## config.mk

```make
export PLATFORM = sky130hd
export DESIGN_NAME = dataflow_pipe
export DESIGN_NICKNAME = d
export VERILOG_FILES = /design/src/rtl/dataflow_pipe.sv
export SDC_FILE = /design/constraint.sdc
export NUM_CORES = 1
export LEC_CHECK = 0
export CAP_MARGIN = 20
export CORE_ASPECT_RATIO = 2
export CORE_MARGIN = 5
export CORE_UTILIZATION = 50
export CTS_CLUSTER_SIZE = 40
export DETAILED_ROUTE_END_ITERATION = 16
export PLACE_DENSITY = 0.91
export SYNTH_ARGS = -nofsm -noshare
export SYNTH_HDL_FRONTEND = slang
export SYNTH_SLANG_ARGS = --single-unit
export TNS_END_PERCENT = 100
```

## constraint.sdc

```tcl
create_clock -name clk -period 1.35 [get_ports clk]
set_clock_uncertainty 0.05 [all_clocks]
set_input_delay 0.135 -clock clk [delete_from_list [all_inputs] [get_ports clk]]
set_output_delay 0.135 -clock clk [all_outputs]
set_load 0.02 [all_outputs]
```

## src/rtl/dataflow_pipe.sv

```systemverilog
// dataflow_pipe: pipelined bitwise op unit with valid/ready elastic stages and a completed-transaction counter
// Ports: clk, rst_n (async active-low); in_valid/in_ready/a/b/op operand side;
// out_valid/out_ready/res/flag result side; txn_cnt counts output handshakes.
// Build option DATAFLOW_PIPE_PARITY_EN adds output par = ^res, pipelined with res.
module dataflow_pipe #(
  parameter int W     = 8,
  parameter int LAT   = 2,
  parameter int CNT_W = 8
) (
  input  logic             clk,
  input  logic             rst_n,
  input  logic             in_valid,
  output logic             in_ready,
  input  logic [W-1:0]     a,
  input  logic [W-1:0]     b,
  input  logic [1:0]       op,
  output logic             out_valid,
  input  logic             out_ready,
  output logic [W-1:0]     res,
  output logic             flag,
  output logic [CNT_W-1:0] txn_cnt
`ifdef DATAFLOW_PIPE_PARITY_EN
  ,
  output logic             par
`endif
);
  logic [LAT-1:0] vld, fl, adv;
  logic [W-1:0]   rs [LAT];
  logic [W-1:0]   cres;
  logic           cflag;
  always_comb begin
    cres  = op == 2'b00 ? a & b : op == 2'b01 ? a | b : op == 2'b10 ? a ^ b : a & ~b;
    cflag = (|(a ^ b)) & (|cres);
  end
  // A stage can load unless it and every stage after it are full while the consumer stalls;
  // written as a reduction rather than a ripple so there is no self-referencing vector.
  for (genvar i = 0; i < LAT; i++) begin : g_adv
    assign adv[i] = out_ready | ~(&vld[LAT-1:i]);
  end
  assign in_ready  = adv[0];
  assign out_valid = vld[LAT-1];
  assign res       = rs[LAT-1];
  assign flag      = fl[LAT-1];
  always_ff @(posedge clk or negedge rst_n) begin
    if (!rst_n) begin
      vld     <= '0;
      fl      <= '0;
      txn_cnt <= '0;
      for (int i = 0; i < LAT; i++) rs[i] <= '0;
    end else begin
      if (adv[0]) begin
        vld[0] <= in_valid;
        if (in_valid) begin
          rs[0] <= cres;
          fl[0] <= cflag;
        end
      end
      for (int i = 1; i < LAT; i++)
        if (adv[i]) begin
          vld[i] <= vld[i-1];
          if (vld[i-1]) begin
            rs[i] <= rs[i-1];
            fl[i] <= fl[i-1];
          end
        end
      if (out_valid && out_ready) txn_cnt <= txn_cnt + 1'b1;
    end
  end
`ifdef DATAFLOW_PIPE_PARITY_EN
  logic [LAT-1:0] pr;
  assign par = pr[LAT-1];
  always_ff @(posedge clk or negedge rst_n) begin
    if (!rst_n) pr <= '0;
    else begin
      if (adv[0] && in_valid) pr[0] <= ^cres;
      for (int i = 1; i < LAT; i++)
        if (adv[i] && vld[i-1]) pr[i] <= pr[i-1];
    end
  end
`endif
endmodule

```

==> results.md, run 1 <==
- Combinational share of power: 0.418
- Min Hold Slack: 0.187 ns
- Crit. path cell count: 7
- Post-synth cell types: 20
- Avg Cell Area, Syn: 12.2 um^2
- F_max: approximately 700 MHz
- Total wire length: between 3 and 4 mm
- CP Class: in -> reg
- Synth Area in XOR/XNOR: 0.0347
- Antenna-violating nets left: 0
- Max-capacitance violation count: 0
- Die width: 52.0 um
- Iter 0 DRT Violations: 30
- Clock group share of total power: 0.152
- Via count: 1281
- DP Cell Count: 240
- CTS Hold Buffers Added: 0
- Area delta synth->final: 43.5%
- Leakage: ~1.2 nW
- Max stage delay on crit path: 0.51 ns
- H-tree Lvls: 1
- Total track usage: 0.167
- RR Startpoint: vld[1]$_DFFE_PN0N_
- Most frequent cells in the layout: dfrtp_1 (27), buf_4 (17), dlygate4sd2_1 (17)
- Synth top area cells: dfrtp_1 (40%), ha_1 (18%), mux2_2 (11%)
- Sequential fraction of the synthesis area: 0.396
- Vias per cell: just over 5
- Adder-Cell Fraction of Synth Area: 0.177
- Final Setup Violations: 1
- Crit-path cells: buf_4, inv_6, ha_4, mux4_2, nor4_4, a22o_1, o21ai_1
- Sw Pwr: 0.00106 W
- Post-DP HPWL: around 3.1 mm
- CTS Sinks: 28
- Seq cells post-synth: 28
- Post-synthesis compound-gate area fraction: 0.00778
- Post-synthesis simple-gate area fraction: 0.0637
- Most common cell after layout, fill and taps aside: dfrtp_1
- Mux cell area share after synthesis: 0.221
- Grt ovf: 0
- First-pass GRT wire length: 6.11 mm
- Post-Synthesis Cells: 145
- Worst Setup SP: b[0]
- Buf+Inv Stages, Crit Path: 2
- CTS clk-pin slew, worst paths: about 0.090 ns
- Share of cells above drive strength 1: 0.510
- DRT Pass-1 Iters: 4
- Pre-CTS setup slack: -0.955 ns
- Initial antenna violation count: 0
- CP Data Arrival Time: 1.55 ns
- Status: complete, but fails checks
- Final cell count without fillers: 250
- Area leader, netlist: dfrtp_1
- Unrepaired setup endpoints after global routing: true
- Drt wl/cell: 15.8 um
- Startpoint types: primary input
- CTS Buf Count: 3
- CTS tree: built
- Core area: 3420 um^2
- Worst hold path type: in -> async
- Critical Path RT: 1.46 ns
- DIE AREA: 4900 um^2
- Worst r2r path cells: 4
- Worst-path maximum fanout: 2
- Top Family by Delay on Critical Path: multiplexers
- Largest family of logic cells by synthesized area: multiplexers
- Die height: 94.1 um
- Starting Density: 0.518
- Slowest cell on crit path: mux4_2
- Worst rel slew slack: 0.773
- Yosys warnings: 0
- Worst setup EP type: register
- Tmin final: 1.44 ns
- Row cnt: 30
- Int Pwr: 0.00190 W
- Pin count of the biggest net entering global routing: 29
- Final Hold Viols: 0
- FF-to-FF setup slack: approximately 0.08 ns
- Clk root buf: clkbuf_8
- Final slew viol count: 0
- Switching share of total power: 0.359
- Post-synthesis cell area: 1770 um^2
- Failing checks: setup timing
- IO buf count: 40
- Clk buf depth: 2
- Nets: 250
- Gpl congestion: 0.756
- Worst skew pair latency: about 0.27 ns
- Synth Net Count: around 190
- Ports: between 40 and 50
- Cell Pwr Density: about 1200 nW/um^2
- Drt drc: 0
- ANT cells: 0
- Sequential power share: 0.430
- Synth top area share: 0.396
- Number of global-route vias before repair: around 1400
- Worst Setup Slack, final: -0.0921 ns
- Worst slew pin tran: 0.340 ns
- Peak VDD IR: 700 uV
- Final Cycle Share: 1.07
[power by group through the flow]
| stage | clock [W] | sequential [W] | combinational, W |
|---|---|---|---|
| 2_1_floorplan | 0 | 0.00137 | 0.000660 |
| 3_3_place_gp | 0 | 0.00127 | 0.00123 |
| 3_5_place_dp | 0 | 0.00129 | 0.00130 |
| 4_1_cts | 0.000452 | 0.00127 | 0.00121 |
| 5_1_grt | 0.000496 | 0.00130 | 0.00133 |
| 6_report | 0.000450 | 0.00127 | 0.00124 |
[routing by layer]
| metal | GRT usage | routed length, um |
|---|---|---|
| met2 | 0.345 | 2410 |
| met5 | 0 | 0 |
| met1 | 0.142 | 1240 |
| met3 | 0.0175 | 182 |
| met4 | 0.0832 | 116 |
[registers in the layout, indices dropped and copies added, names as in the netlist]
signal   count
rs           8
res          8
fl           2
vld          2
txn_cnt      8
[cells in the mapped netlist]
cell type	number
a22o_1	1
buf_4	8
buf_6	2
dfrtp_1	28
ha_1	25
inv_1	25
mux2_1	1
mux2_2	17
mux4_1	2
mux4_2	6
nand2_1	7
nand2b_1	3
nand3_1	1
nand3b_1	1
nand4_1	2
nor2_1	3
nor4_1	5
o21ai_1	1
xnor2_1	5
xor2_1	2
[through the flow]
step                      instance area (um^2)  power [W]  setup TNS (ns)   util
final                                     2540    0.00296         -0.0921  0.742
after global routing                      2540    0.00313          -0.142  0.742
after CTS                                 2500    0.00293          -0.169  0.731
after detailed placement                  2390    0.00259           -7.44  0.699
after global placement                    2390    0.00249           -6.58  0.699
after floorplan                           1870    0.00203          -0.823      -
[area by class of cell]
| class | count | area [um^2] |
|---|---|---|
| Multi-Input combinational cell | 82 | 1080 |
| Fill cell | 238 | 880 |
| Sequential cell | 28 | 702 |
| Timing Repair Buffer | 63 | 528 |
| Inverter | 25 | 124 |
| Tap cell | 48 | 60.1 |
| Clock buffer | 4 | 45.0 |
[repair_timing]
| item | 4_1_cts | 5_1_grt |
|---|---|---|
| setup endpoints to repair | 28 | 10 |
| resized for setup | 86 | 44 |
| buffers inserted | 1 | 5 |
| pin swaps | 6 | 7 |
[cell families after synthesis]
logic type                 after synthesis
AOI/OAI and AO/OA                        2
adders and majority gates               25
and+or+nand+nor                         22
muxes                                   26
buffers and inverters                   35
xor gates and xnor gates                 7
DFF                                     28
[final timing paths]
check                                               to
worst max register to register      rs[10]$_DFFE_PN0P_
max in group asynchronous           vld[1]$_DFFE_PN0N_
worst min register to register  txn_cnt[7]$_DFFE_PN0P_
min in group clk                     rs[9]$_DFFE_PN0P_
worst min-delay path                 fl[1]$_DFFE_PN0P_
worst max-delay path                 fl[0]$_DFFE_PN0P_
[worst register-to-register path, cell delays in order (launching register included)]
cell and delay, ns:
dfrtp_2 0.38, nand3b_1 0.12, buf_6 0.16, nand2_8 0.09, mux2_2 0.35
Power figures use the tool's default switching activity.
==> inputs of run 2 (changes only) <==
- SLEW_MARGIN: default -> 15
==> results of run 2 <==
Same layout as run 1: the final DEF is identical, and so are final timing and power.
